[src/rtl/coin_payer.sv]
// coin_payer: customer-side payer for the vending machine coin interface.
// Holds a wallet of half-yuan and one-yuan coins. On a buy request with
// sufficient funds it inserts coins one per cycle on `coin`, then waits for
// the machine's `drink`/`back` response, credits change to the half-yuan
// count and pulses `done` (or `fail` on short funds, early drink, timeout).
//
// Ports:
//   clk                   rising-edge clock
//   reset                 asynchronous active-low reset
//   load, half_in, one_in wallet load (IDLE only, wins over buy)
//   buy                   purchase request (IDLE only)
//   coin                  coin code: 0 none, 1 half-yuan, 2 one-yuan
//   drink, back           machine dispense pulse and change in half-yuan units
//   busy                  high while paying or waiting for the machine
//   done, fail            one-cycle completion pulses
//   change                `back` captured at the last successful purchase
//   half_left, one_left   current wallet counts
module coin_payer #(
  parameter int unsigned PRICE   = 3,
  parameter int unsigned CNT_W   = 4,
  parameter int unsigned TIMEOUT = 4
) (
  input  logic             clk,
  input  logic             reset,
  input  logic             load,
  input  logic [CNT_W-1:0] half_in,
  input  logic [CNT_W-1:0] one_in,
  input  logic             buy,
  output logic [1:0]       coin,
  input  logic             drink,
  input  logic [1:0]       back,
  output logic             busy,
  output logic             done,
  output logic             fail,
  output logic [1:0]       change,
  output logic [CNT_W-1:0] half_left,
  output logic [CNT_W-1:0] one_left
);

  localparam logic [1:0] S_IDLE = 2'd0;
  localparam logic [1:0] S_PAY  = 2'd1;
  localparam logic [1:0] S_WAIT = 2'd2;

  localparam int unsigned   TW      = (TIMEOUT > 1) ? $clog2(TIMEOUT) : 1;
  localparam logic [TW-1:0] T_LAST  = TW'(TIMEOUT - 1);
  localparam int unsigned   FW      = CNT_W + 2;
  localparam logic [FW-1:0] PRICE_F = FW'(PRICE);
  localparam logic [2:0]    PRICE_R = 3'(PRICE);
  localparam logic [CNT_W-1:0] CNT_MAX = '1;

  logic [1:0]       state_q, state_d;
  logic [2:0]       rem_q, rem_d;
  logic [TW-1:0]    wcnt_q, wcnt_d;
  logic [1:0]       coin_q, coin_d;
  logic             busy_q, busy_d;
  logic             done_q, done_d;
  logic             fail_q, fail_d;
  logic [1:0]       change_q, change_d;
  logic [CNT_W-1:0] half_q, half_d;
  logic [CNT_W-1:0] one_q, one_d;

  logic [FW-1:0]    funds;
  logic [2:0]       rem_src;
  logic [1:0]       next_coin;
  logic [2:0]       rem_after;
  logic [CNT_W:0]   half_sum;
  logic [CNT_W-1:0] half_credit;

  function automatic logic [1:0] pick_coin(input logic [2:0]       rem,
                                           input logic [CNT_W-1:0] h,
                                           input logic [CNT_W-1:0] o);
    if (rem >= 3'd2 && o != '0) begin
      return 2'd2;
    end else if (h != '0) begin
      return 2'd1;
    end else begin
      return 2'd2;
    end
  endfunction

  // The first coin is issued on the buy edge itself, so the coin choice is
  // made from PRICE in IDLE and from the remaining amount in PAY. rem_q is
  // therefore the amount still owed after the coin currently on the bus.
  always_comb begin
    funds       = FW'(half_q) + FW'({one_q, 1'b0});
    rem_src     = (state_q == S_IDLE) ? PRICE_R : rem_q;
    next_coin   = pick_coin(rem_src, half_q, one_q);
    rem_after   = (rem_src > {1'b0, next_coin}) ? (rem_src - {1'b0, next_coin}) : 3'd0;
    half_sum    = {1'b0, half_q} + (CNT_W + 1)'(back);
    half_credit = half_sum[CNT_W] ? CNT_MAX : half_sum[CNT_W-1:0];
  end

  always_comb begin
    state_d  = state_q;
    rem_d    = rem_q;
    wcnt_d   = wcnt_q;
    coin_d   = 2'd0;
    done_d   = 1'b0;
    fail_d   = 1'b0;
    change_d = change_q;
    half_d   = half_q;
    one_d    = one_q;

    case (state_q)
      S_IDLE: begin
        if (load) begin
          half_d = half_in;
          one_d  = one_in;
        end else if (buy) begin
          if (funds < PRICE_F) begin
            fail_d = 1'b1;
          end else begin
            coin_d  = next_coin;
            rem_d   = rem_after;
            state_d = S_PAY;
            if (next_coin == 2'd2) begin
              one_d = one_q - CNT_W'(1);
            end else begin
              half_d = half_q - CNT_W'(1);
            end
          end
        end
      end

      S_PAY: begin
        if (rem_q == 3'd0) begin
          // Edge ending the last coin: a same-cycle drink is accepted here.
          if (drink) begin
            change_d = back;
            half_d   = half_credit;
            done_d   = 1'b1;
            state_d  = S_IDLE;
          end else begin
            wcnt_d  = '0;
            state_d = S_WAIT;
          end
        end else if (drink) begin
          fail_d  = 1'b1;
          state_d = S_IDLE;
        end else begin
          coin_d = next_coin;
          rem_d  = rem_after;
          if (next_coin == 2'd2) begin
            one_d = one_q - CNT_W'(1);
          end else begin
            half_d = half_q - CNT_W'(1);
          end
        end
      end

      S_WAIT: begin
        if (drink) begin
          change_d = back;
          half_d   = half_credit;
          done_d   = 1'b1;
          state_d  = S_IDLE;
        end else if (wcnt_q == T_LAST) begin
          fail_d  = 1'b1;
          state_d = S_IDLE;
        end else begin
          wcnt_d = wcnt_q + TW'(1);
        end
      end

      default: begin
        state_d = S_IDLE;
      end
    endcase

    busy_d = (state_d != S_IDLE);
  end

  always_ff @(posedge clk or negedge reset) begin
    if (!reset) begin
      state_q  <= S_IDLE;
      rem_q    <= '0;
      wcnt_q   <= '0;
      coin_q   <= '0;
      busy_q   <= 1'b0;
      done_q   <= 1'b0;
      fail_q   <= 1'b0;
      change_q <= '0;
      half_q   <= '0;
      one_q    <= '0;
    end else begin
      state_q  <= state_d;
      rem_q    <= rem_d;
      wcnt_q   <= wcnt_d;
      coin_q   <= coin_d;
      busy_q   <= busy_d;
      done_q   <= done_d;
      fail_q   <= fail_d;
      change_q <= change_d;
      half_q   <= half_d;
      one_q    <= one_d;
    end
  end

  assign coin      = coin_q;
  assign busy      = busy_q;
  assign done      = done_q;
  assign fail      = fail_q;
  assign change    = change_q;
  assign half_left = half_q;
  assign one_left  = one_q;

endmodule

[config.mk]
export PLATFORM = sky130hd
export DESIGN_NAME = coin_payer
export DESIGN_NICKNAME = d
export VERILOG_FILES = /design/src/rtl/coin_payer.sv
export SDC_FILE = /design/constraint.sdc
export NUM_CORES = 1
export LEC_CHECK = 0
export BUFFER_PORTS_ARGS = -buffer_cell sky130_fd_sc_hd__buf_4
export CELL_PAD_IN_SITES_DETAIL_PLACEMENT = 0
export CELL_PAD_IN_SITES_GLOBAL_PLACEMENT = 2
export CORE_UTILIZATION = 26
export DETAILED_ROUTE_END_ITERATION = 16
export PLACE_DENSITY_LB_ADDON = 0.1
export SLEW_MARGIN = 10
export SYNTH_ARGS = -nofsm -noshare
export SYNTH_HDL_FRONTEND = slang
export SYNTH_SLANG_ARGS = --single-unit
export TNS_END_PERCENT = 20
[constraint.sdc]
create_clock -name clk -period 7.9 [get_ports clk]
set_input_delay 1.58 -clock clk [delete_from_list [all_inputs] [get_ports clk]]
set_output_delay 1.58 -clock clk [all_outputs]
set_load 0.02 [all_outputs]
==> results.md, run 1 <==
* CTS Hold Buffers Added at 0
* Crit path max-delay cell type: dfrtp_1
* P&R area growth vs syn at 18.0%
* Number of setup violations in the final report at 0
* M1 wire length at between 2000 and 3000 µm
* Largest net degree at the start of global routing at 23
* Count of buffering cells on the critical path with inverters included at 1
* Number of remaining DRC errors at 0
* Floorplan die area at between 0.007 and 0.008 mm²
* Clock Skews at roughly 0.0044 ns
* Total negative slack for setup checks at 0 ns
* Internal reg-to-reg setup slack at just under 5 ns
* Total met3 wirelength after detailed routing at between 100 and 150 µm
* Global-route wire length before repair at 8490 µm
* Total I/O pin count at 30
* CTS tree: built
* Area share of and/or/nand/nor cells after synthesis at 17.2%
* Max rail drop VDD at between 0.15 and 0.2 mV
* Highest achievable clock rate at around 340 MHz
* Insertion delay of the later-clocked pin in the worst-skew pair at approximately 0.27 ns
* Mux contribution to synthesized area at 4.80%
* Standby leakage power at 0.000984 µW
* Run status: complete, no violations
* First DRT Iteration DRCs at 41
* Post-Syn Area at 0.00190 mm²
* Worst hold path type: flip-flop to flip-flop
* Overall track demand over capacity in global routing at between 10% and 20%
* Delay-heaviest family, CP: compound AO/OA/AOI/OAI gates
* Routed length on met2 at ~2400 µm
* RePlAce Congestion at 0.710
* Clock sinks at 22
* Number of synthesized register bits at 22
* Number of nets produced by synthesis at ~240
* Die H at 87.5 µm
* Fillers at between 700 and 800
* Detailed placement HPWL at between 3000 and 4000 µm
* Number of antenna violations at the first check in global routing at 0
* Power density cells at about 500 mW/mm²
* Largest family of logic cells by synthesized area: compound AO/OA/AOI/OAI gates
* Worst EP required at just over 8 ns
* Grt total ovfl at 0
* Post-synth EDFFs at 0
* Power Total at around 1100 µW
* Buffer levels on the longest clock path at 2
* Kind of start point of the critical path: flip-flop
* Most common cell after layout, fill and taps aside: buf_4
* Unique cell type count in the Yosys netlist at a little over 60
* Highest fanout seen on the critical path at 10
* Initial core utilization at a little over a quarter
* Cell-by-cell trace of the critical path: inv_1 -> fa_1 -> a211o_1 -> a2111oi_4 -> o31a_2 -> or2_4 -> mux2_2
* Crit path time final at about 2.9 ns
* Via-to-Cell Ratio at 4.96
* Unrepaired setup endpoints after global routing: no
* Warnings from Yosys at 0
* Final cycle utilization of the critical path at a little under two fifths
* Via total after detailed routing at 1627
* Category of the most critical setup path: flip-flop to flip-flop
* Total number of H-tree levels at 1
* Setup crit end kind: flip-flop
* Number of global-route vias before repair at around 1700
* Detailed-route wire length per cell at approximately 16 µm
* Share of the synthesized netlist area taken by xor and xnor gates at less than 1%
* Core area at around 0.0069 mm²
* Endpoints failing hold at 0
* Most frequent cells in the layout: buf_4 (29), dfrtp_1 (22), inv_1 (20)
* Synth async-reset ratio at between 90% and 100%
* Port bufs at 29
* Number of nets in the final layout at approximately 270
* Proportion of layout cells with a drive suffix above 1 at a little under a quarter
* Reg clk slew, reported paths at roughly 0.090 ns
* Adder-cell share of the synthesized area at about 12%
* Clock tree root buffer cell: clkbuf_8
* Peak per-stage delay on the critical path at about 0.6 ns
* Max Cap Violations at 0
* Top sig layer: met4
* Detailed-routing iteration count for the pre-antenna-repair pass at 4
* Mean instance size in the synthesized netlist at about 9 µm²
* Worst endpoint data arrival time at 3.10 ns
* Slew @ Worst Pin at 0.889 ns
* Count of buffers added by post-CTS timing repair for setup at 0
* Fin util at 32.3%
* Post-cts resize count at 0
* Number of buffers created by CTS at 3
* Number of instances in the synthesized netlist at ~210
* Die X-Extent at a little under 90 µm
* Post-route antenna net violation count at 0
* Top FF cell, synth: dfrtp_1
* Headroom to the max-slew limit at slightly above 40%
* Routed wire length at a little over 5000 µm
* Compound-cell area share of the yosys netlist at 28.9%
* Final number of max-transition violations at 0
* Sequential area share after synthesis at around 29%
* Number of antenna diodes at 0
* Std cell rows at 30
## synth_stat cells, drive strengths merged (2+ instances only)
master   n  share of area, %
inv     21               4.3
nand3b   3               1.2
nor4b    4               1.8
a21o     3               1.2
ha      14               9.2
a211oi   2              0.79
nand2b   5               1.8
o21a     3               1.6
o31ai    7               3.0
o32ai    2              0.92
a211o    2              0.92
o21ai    4               1.1
o211ai   4               1.6
mux2i    2               1.1
o22ai    5               2.4
nor2    16               3.2
dfrtp   22                29
mux2     6               3.7
nand2   12               2.4
o31a     2              0.99
a21oi   16               4.4
fa       3               3.2
or3      2              0.66
a22o     3               1.4
or2      3               1.1
nor3b    2               1.1
a22oi    2               1.1
a31oi    2              0.66
nor3     9               2.6
xnor2    2              0.92
clkbuf   6               1.2
buf      4               1.4
## stage by stage
stage / area (µm²) / hold slack [ns] / instances / worst slack (ns)
2_1_floorplan: 1900 / 0.500 / 209 / 4.99
3_3_place_gp: 2190 / 0.475 / 324 / 4.81
3_5_place_dp: 2190 / 0.486 / 324 / 4.78
4_1_cts: 2240 / 0.509 / 328 / 4.94
5_1_grt: 2240 / 0.530 / 328 / 4.79
6_report: 2240 / 0.500 / 328 / 4.96
## power by group
part,internal [µW],total [µW],switching [µW]
registers,163,231,68.3
logic,336,776,441
clock network,44.6,88.1,43.5
## metal layers
layer  up-vias  GRT usage (%)
met5         -              0
met4         0           2.24
met3         2           2.65
met2        18           24.0
met1       791           20.1
li1        816              -
## worst reg2reg max path, delay by kind of cell, from the launching register on
family	cells	cell delay, ns
compound gates	3	1.03
fa+ha+maj	1	0.49
buf+inv	1	0.25
flops	1	0.60
mux	1	0.32
simple gates	1	0.13
## flip-flops by register name, indices dropped and copies added, names as in the netlist
| name | cells |
|---|---|
| half_left | 4 |
| one_left | 4 |
| rem_q | 3 |
| change | 2 |
| coin | 2 |
| state_q | 2 |
| wcnt_q | 2 |
| busy | 1 |
| done | 1 |
| fail | 1 |
## kinds of logic after synthesis
family                     after synthesis
AOI/OAI and AO/OA                       69
and+or+nand+nor                         60
buffers and inverters                   31
DFF                                     22
adders and majority gates               17
muxes                                    8
xor gates and xnor gates                 2
## worst paths after layout
path                             end  cells after the start         start
setup / recovery            rem_q[1]                      7  half_left[2]
hold / removal             change[1]                      2     change[1]
setup reg to reg            rem_q[1]                      7  half_left[2]
hold reg to reg            change[1]                      2     change[1]
max in group asynchronous   rem_q[1]                      1         reset
min in group asynchronous       done                      1         reset
## layout make-up
type | instances | area (µm²) | share of cell area [%]
multi-input combinational | 156 | 1220 | 54.3
clock buffer | 4 | 55.1 | 2.45
timing repair buffer | 29 | 218 | 9.70
sequential | 22 | 551 | 24.5
inverter | 21 | 81.3 | 3.62
tap | 96 | 120 | 5.35
(Power assumes the default switching activity.)
==> run 2, diff against run 1 <==
==> constraint.sdc (replaced) <==
create_clock -name clk -period 2.8 [get_ports clk]
set_input_delay 0.56 -clock clk [delete_from_list [all_inputs] [get_ports clk]]
set_output_delay 0.56 -clock clk [all_outputs]
set_load 0.02 [all_outputs]
==> run 2 against run 1 <==
Sequential share of layout area fell by 0.56 points. Cell area increased by 2.3%. Clock skew grew 0.0037 ns. Final cell count increased by 2.1%. Core utilization grew 0.76 points. Maximum frequency increased by 13%.
==> results.md, run 2 (synthesis results as in run 1) <==
* Run status: complete, no violations
* Number of remaining DRC errors at 0 (unchanged)
* Kind of start point of the critical path: flip-flop
* Max rail drop VDD at 0.426 mV (+120%)
* Delay-heaviest family, CP: adder cells
* First DRT Iteration DRCs at 42 (+2.4%)
* Power density cells at 1370 mW/mm² (+180%)
* Global-route met1 utilization at 20.7% (+0.65 points)
* Count of cell instances traversed by the critical path at 10 (+3)
* CP dominant cell by count: inv_1
* Unrepaired setup endpoints after global routing: no
* Buffer levels on the longest clock path at 2 (unchanged)
* Grt total ovfl at 0 (unchanged)
* Reg clk slew, reported paths at 0.09 ns (about the same)
* Worst EP required at 2.96 ns (-5.10 ns)
* Peak per-stage delay on the critical path at 0.43 ns (-0.17 ns)
* R2R Path End: rem_q[2]
* Setup crit end kind: flip-flop
* Standby leakage power at 0.00102 µW (+3.5%)
* Total I/O pin count at 30 (unchanged)
* Routed wire length at 5210 µm (+1.7%)
* Floorplan die area at 0.00766 mm² (unchanged)
* Worst R2R Start: one_left[1]
* Max Cap Violations at 0 (unchanged)
* Overall track demand over capacity in global routing at 15.0% (+0.51 points)
* Cell-by-cell trace of the critical path: inv_1 -> ha_1 -> nor3b_2 -> o22ai_4 -> inv_1 -> ha_1 -> inv_1 -> fa_1 -> a211o_1 -> a22o_1
* Instance area after placement at 0.00224 mm² (+2.4%)
* CP Capture Point: rem_q[2]
* Worst Reg2Reg Path Length in Cells at 10 (+3)
* Crit path time final at 2.61 ns (-0.327 ns)
* Std cell rows at 30 (unchanged)
* Clock Skews at 0.00808 ns (+0.00370 ns)
* Port bufs at 29 (unchanged)
* Worst endpoint data arrival time at 2.76 ns (-0.34 ns)
* Highest achievable clock rate at 383 MHz (+13%)
* Number of setup violations in the final report at 0 (unchanged)
* CTS Hold Buffers Added at 0 (unchanged)
* Insertion delay of the later-clocked pin in the worst-skew pair at 0.27 ns (about the same)
* Highest fanout seen on the critical path at 6 (-4)
* Detailed placement HPWL at 4040 µm (+4.7%)
* Final design instance area without fill at 0.00230 mm² (+2.3%)
* Detailed-routing iteration count for the pre-antenna-repair pass at 4 (unchanged)
* Slew @ Worst Pin at 0.786 ns (-0.103 ns)
* Number of buffers created by CTS at 3 (unchanged)
* Met2 usage at 24.8% (+0.78 points)
* Largest net degree at the start of global routing at 23 (unchanged)
* Endpoints failing hold at 0 (unchanged)
* Via total after detailed routing at 1647 (+1.2%)
* Most frequent cells in the layout: buf_4 (36), dfrtp_1 (22), inv_1 (20)
* Headroom to the max-slew limit at 47.2% (+6.9 points)
* P&R area growth vs syn at 20.8%
* Most congested layer reported by global routing: met2
* Global routing usage on met3 at 2.46% (-0.19 points)
* Most common cell after layout, fill and taps aside: buf_4
* Worst hold path type: primary input to asynchronous set/reset pin
* Number of nets in the final layout at 272 (+2.6%)
* Detailed-route wire length per cell at 15.5 µm (-0.39%)
* Via-to-Cell Ratio at 4.92 (-0.89%)
* Count of buffering cells on the critical path with inverters included at 3 (+2)
* Category of the most critical setup path: flip-flop to flip-flop
* Power Total at 3160 µW (+190%)
* Total number of H-tree levels at 1 (unchanged)
* Clock tree root buffer cell: clkbuf_8
* Total negative slack for setup checks at 0 ns (unchanged)
* Number of antenna diodes at 0 (unchanged)
* Internal reg-to-reg setup slack at 0.19 ns (-4.77 ns)
* Post-cts resize count at 0 (unchanged)
* Core area at 0.00694 mm² (unchanged)
* Fillers at 757 (+2.7%)
* Post-route antenna net violation count at 0 (unchanged)
* Count of buffers added by post-CTS timing repair for setup at 0 (unchanged)
* Number of global-route vias before repair at 1662 (-1.1%)
* Die X-Extent at 87.5 µm (unchanged)
* Final cycle utilization of the critical path at 93.2% (+56 points)
* RePlAce Congestion at 0.717 (+0.94%)
* Crit path max-delay cell type: dfrtp_1
* Global-route wire length before repair at 8750 µm (+3.1%)
* Final number of max-transition violations at 0 (unchanged)
* Proportion of layout cells with a drive suffix above 1 at 25.5% (+2.2 points)
* Initial core utilization at 27.4% (unchanged)
* Clock sinks at 22 (unchanged)
* Number of antenna violations at the first check in global routing at 0 (unchanged)
* Die H at 87.5 µm (unchanged)
* CTS tree: built
* Startpoint of the worst setup timing path: one_left[1]
[run 2: layout make-up]
class | count | area, µm² | area share, %
Multi-Input combinational cell | 156 | 1220 | 53.1
Clock buffer | 4 | 55.1 | 2.40
Tap cell | 96 | 120 | 5.23
Timing Repair Buffer | 36 | 270 | 11.8
Inverter | 21 | 81.3 | 3.54
Sequential cell | 22 | 551 | 24.0
[run 2: stage by stage]
step | cells | util, % | worst slack (ns) | hold WS (ns)
floorplan | 209 | - | 0.118 | 0.264
global placement | 331 | 32.3 | 0.173 | 0.475
CTS | 335 | 33.1 | 0.179 | 0.187
global route | 335 | 33.1 | 0.0210 | 0.194
detailed placement | 331 | 32.3 | 0.201 | 0.480
finish | 335 | 33.1 | 0.191 | 0.173
[run 2: how the worst min path moves through the flow]
stage,start,endpoint,slack (ns),cells past startpoint
after global routing,reset,change[0],0.19,1
final,reset,done,0.17,1
after global placement,change[1],change[1],0.47,2
after detailed placement,change[1],change[1],0.48,2
after CTS,reset,done,0.19,1
after floorplan,reset,busy,0.26,0
[run 2: routing by layer]
metal / up-vias / share of wire (%)
li1: 836 / -
met1: 785 / 51
met2: 22 / 46
met3: 4 / 2.4
met4: 0 / 0.79
met5: - / 0
[run 2: power by group]
group / leakage [µW] / total (µW) / internal, µW / switching (µW)
logic: 0.000709 / 2320 / 1020 / 1300
registers: 0.000281 / 599 / 461 / 138
clock network: 0.0000288 / 235 / 125 / 110
==> run 3, diff against run 2 <==
--- a/config.mk
+++ b/config.mk
@@ -6,11 +6,8 @@
 export NUM_CORES = 1
 export LEC_CHECK = 0
 export BUFFER_PORTS_ARGS = -buffer_cell sky130_fd_sc_hd__buf_4
-export CELL_PAD_IN_SITES_DETAIL_PLACEMENT = 0
-export CELL_PAD_IN_SITES_GLOBAL_PLACEMENT = 2
 export CORE_UTILIZATION = 26
 export DETAILED_ROUTE_END_ITERATION = 16
-export PLACE_DENSITY_LB_ADDON = 0.1
 export SLEW_MARGIN = 10
 export SYNTH_ARGS = -nofsm -noshare
 export SYNTH_HDL_FRONTEND = slang
==> run 3 against run 2 <==
Final cell count is 0.60% lower. Sequential power is 0.7% lower. Via count is 2.4% higher. Cell area is 0.60% lower. Critical path depth stayed put. Clock-buffer cell count stayed put. Total power is 1.4% lower. First-iteration DRC count is 120% higher. Combinational power is 2% lower. Register-to-register slack hardly changed. Critical endpoint unchanged.
==> results.md, run 3 (synthesis results as in run 1) <==
* Max rail drop VDD at 0.294 mV (-31%)
* Total number of H-tree levels at 1 (unchanged)
* Most common cell after layout, fill and taps aside: buf_4
* Endpoints failing hold at 0 (unchanged)
* Buffer levels on the longest clock path at 2 (unchanged)
* Portion of total power attributed to combinational logic at 73.1% (-0.5 points)
* Detailed placement HPWL at 3580 µm (-12%)
* RePlAce Congestion at 0.813 (+13%)
* Number of remaining DRC errors at 0 (unchanged)
* Total I/O pin count at 30 (unchanged)
* Clock sinks at 22 (unchanged)
* Highest achievable clock rate at 384 MHz (+0.27%)
* M1 wire length at 2260 µm (-15%)
* Number of antenna diodes at 0 (unchanged)
* Reg clk slew, reported paths at 0.09 ns (about the same)
* Fillers at 746 (-1.5%)
* Crit path max-delay cell type: fa_1
* Most frequent cells in the layout: buf_4 (34), dfrtp_1 (21), inv_1 (20)
* Internal power at 1580 µW (-1.3%)
* Unrepaired setup endpoints after global routing: no
* Count of placed standard cells including taps at 329 (-0.60%)
* Part of the power in the clock network at 7.8% (+0.3 points)
* Number of buffers created by CTS at 3 (unchanged)
* Combined flip-flop and latch cell area at 552 µm² (+0.23%)
* Die X-Extent at 87.5 µm (unchanged)
* Run status: complete, no violations
* Slew @ Worst Pin at 0.675 ns (-0.111 ns)
* Die H at 87.5 µm (unchanged)
* Clock Skews at 0.00219 ns (-0.00589 ns)
* CTS tree: built
* Via total after detailed routing at 1687 (+2.4%)
* Multi-input gate area in the final layout at 0.00122 mm² (unchanged)
* Number of global-route vias before repair at 1647 (-0.90%)
* Worst endpoint data arrival time at 2.77 ns (about the same)
* Flop pwr share at 19.1% (about the same)
* Kind of start point of the critical path: flip-flop
* Setup crit end kind: flip-flop
* Post-route antenna net violation count at 0 (unchanged)
* Count of buffers added by post-CTS timing repair for setup at 0 (unchanged)
* Via-to-Cell Ratio at 5.07 (+3.0%)
* Initial core utilization at 27.4% (unchanged)
* CP dominant cell by count: inv_1
* Standby leakage power at 0.00101 µW (-1.1%)
* Worst hold path type: primary input to asynchronous set/reset pin
* Peak per-stage delay on the critical path at 0.44 ns (about the same)
* Power density cells at 1360 mW/mm² (-0.80%)
* Total negative slack for setup checks at 0 ns (unchanged)
* Final Non-Filler Cells at 333 (-0.60%)
* Global-route wire length before repair at 7850 µm (-10%)
* Final number of max-transition violations at 0 (unchanged)
* Worst EP required at 2.97 ns (about the same)
* Insertion delay of the later-clocked pin in the worst-skew pair at 0.27 ns (about the same)
* Total met3 wirelength after detailed routing at 146 µm (+16%)
* Final cycle utilization of the critical path at 92.9% (-0.25 points)
* Number of nets in the final layout at 270 (-0.74%)
* Port bufs at 29 (unchanged)
* Setup slack at placement at 0.188 ns (-0.0131 ns)
* Category of the most critical setup path: flip-flop to flip-flop
* P&R area growth vs syn at 20.1%
* Final WS setup at 0.198 ns (+0.00691 ns)
* Top sig layer: met4
* Floorplan die area at 0.00766 mm² (unchanged)
* Number of antenna violations at the first check in global routing at 0 (unchanged)
* Clock tree root buffer cell: clkbuf_8
* Detailed-routing iteration count for the pre-antenna-repair pass at 4 (unchanged)
* Routed length on met2 at 2210 µm (-7.4%)
* Switching portion of total power at 49.1% (-0.051 points)
* Cell-by-cell trace of the critical path: inv_1 -> ha_1 -> nor3b_2 -> o22ai_4 -> inv_1 -> ha_1 -> inv_1 -> fa_1 -> a211o_1 -> a22o_1
* Overall track demand over capacity in global routing at 13.1% (-1.9 points)
* Highest fanout seen on the critical path at 6 (unchanged)
* Proportion of layout cells with a drive suffix above 1 at 25.3% (-0.21 points)
* Switching pwr at 1530 µW (-1.5%)
* Worst Reg2Reg Path Length in Cells at 10 (unchanged)
* Grt total ovfl at 0 (unchanged)
* Max Cap Violations at 0 (unchanged)
* Core area at 0.00694 mm² (unchanged)
* Crit path time final at 2.60 ns (-0.00691 ns)
* First DRT Iteration DRCs at 93 (+120%)
* Detailed-route wire length per cell at 14.0 µm (-10%)
* Largest net degree at the start of global routing at 23 (unchanged)
* Std cell rows at 30 (unchanged)
* Routed wire length at 4660 µm (-11%)
* Number of setup violations in the final report at 0 (unchanged)
* Headroom to the max-slew limit at 54.6% (+7.4 points)
-- run 3: cell count changes in the layout (fill, tap and decap cells not counted), sizes merged --
cell | previous run | this run
buf | 36 | 34
-- run 3: power by group through the flow --
| stage | clock network, µW | logic (µW) | registers (µW) |
|---|---|---|---|
| floorplan | 0 | 1620 | 682 |
| global placement | 0 | 2260 | 599 |
| detailed placement | 0 | 2270 | 600 |
| CTS | 252 | 2280 | 595 |
| global route | 263 | 2530 | 616 |
| finish | 242 | 2270 | 595 |
-- run 3: metal layers --
metal  track usage (%)  vias to the layer above
li1                  -                      824
met2              22.5                       30
met3              1.99                        5
met5                 0                        -
met4              3.58                        0
met1              17.0                      828
-- run 3: stage by stage --
step	total power, µW	hold WS (ns)	utilization (%)	area, µm²
finish	3110	0.164	32.9	2280
global route	3410	0.184	32.9	2280
CTS	3130	0.174	32.9	2280
detailed placement	2870	0.479	32.1	2230
global placement	2860	0.474	32.1	2230
floorplan	2300	0.264	-	1900
-- run 3: area by class of cell --
cell class              instances  area share (%)
inverters                      21            3.56
flip-flops and latches         22            24.2
clock buffers                   4            2.41
well taps                      96            5.26
multi-input cells             156            53.4
repair buffers                 34            11.2
-- run 3: final timing paths --
| path | from | to | slack (ns) |
|---|---|---|---|
| min in group clk | change[1] | change[1] | 0.49 |
| hold / removal | reset | change[1] | 0.16 |
| max in group asynchronous | reset | half_left[1] | 2.39 |
| setup reg to reg | one_left[1] | rem_q[2] | 0.20 |
| hold reg to reg | change[1] | change[1] | 0.49 |
| setup / recovery | one_left[1] | rem_q[2] | 0.20 |
-- run 3: critical path: cells and delay by family (launching register included) --
family          cells  cell delay, ns
compound gates      3            0.65
fa+ha+maj           3            0.79
buf+inv             3            0.27
flops               1            0.42
simple gates        1            0.36
-- run 3: timing repair --
action,CTS,global route
resized for setup,0,1
setup endpoints to repair,0,2
hold buffers,0,0
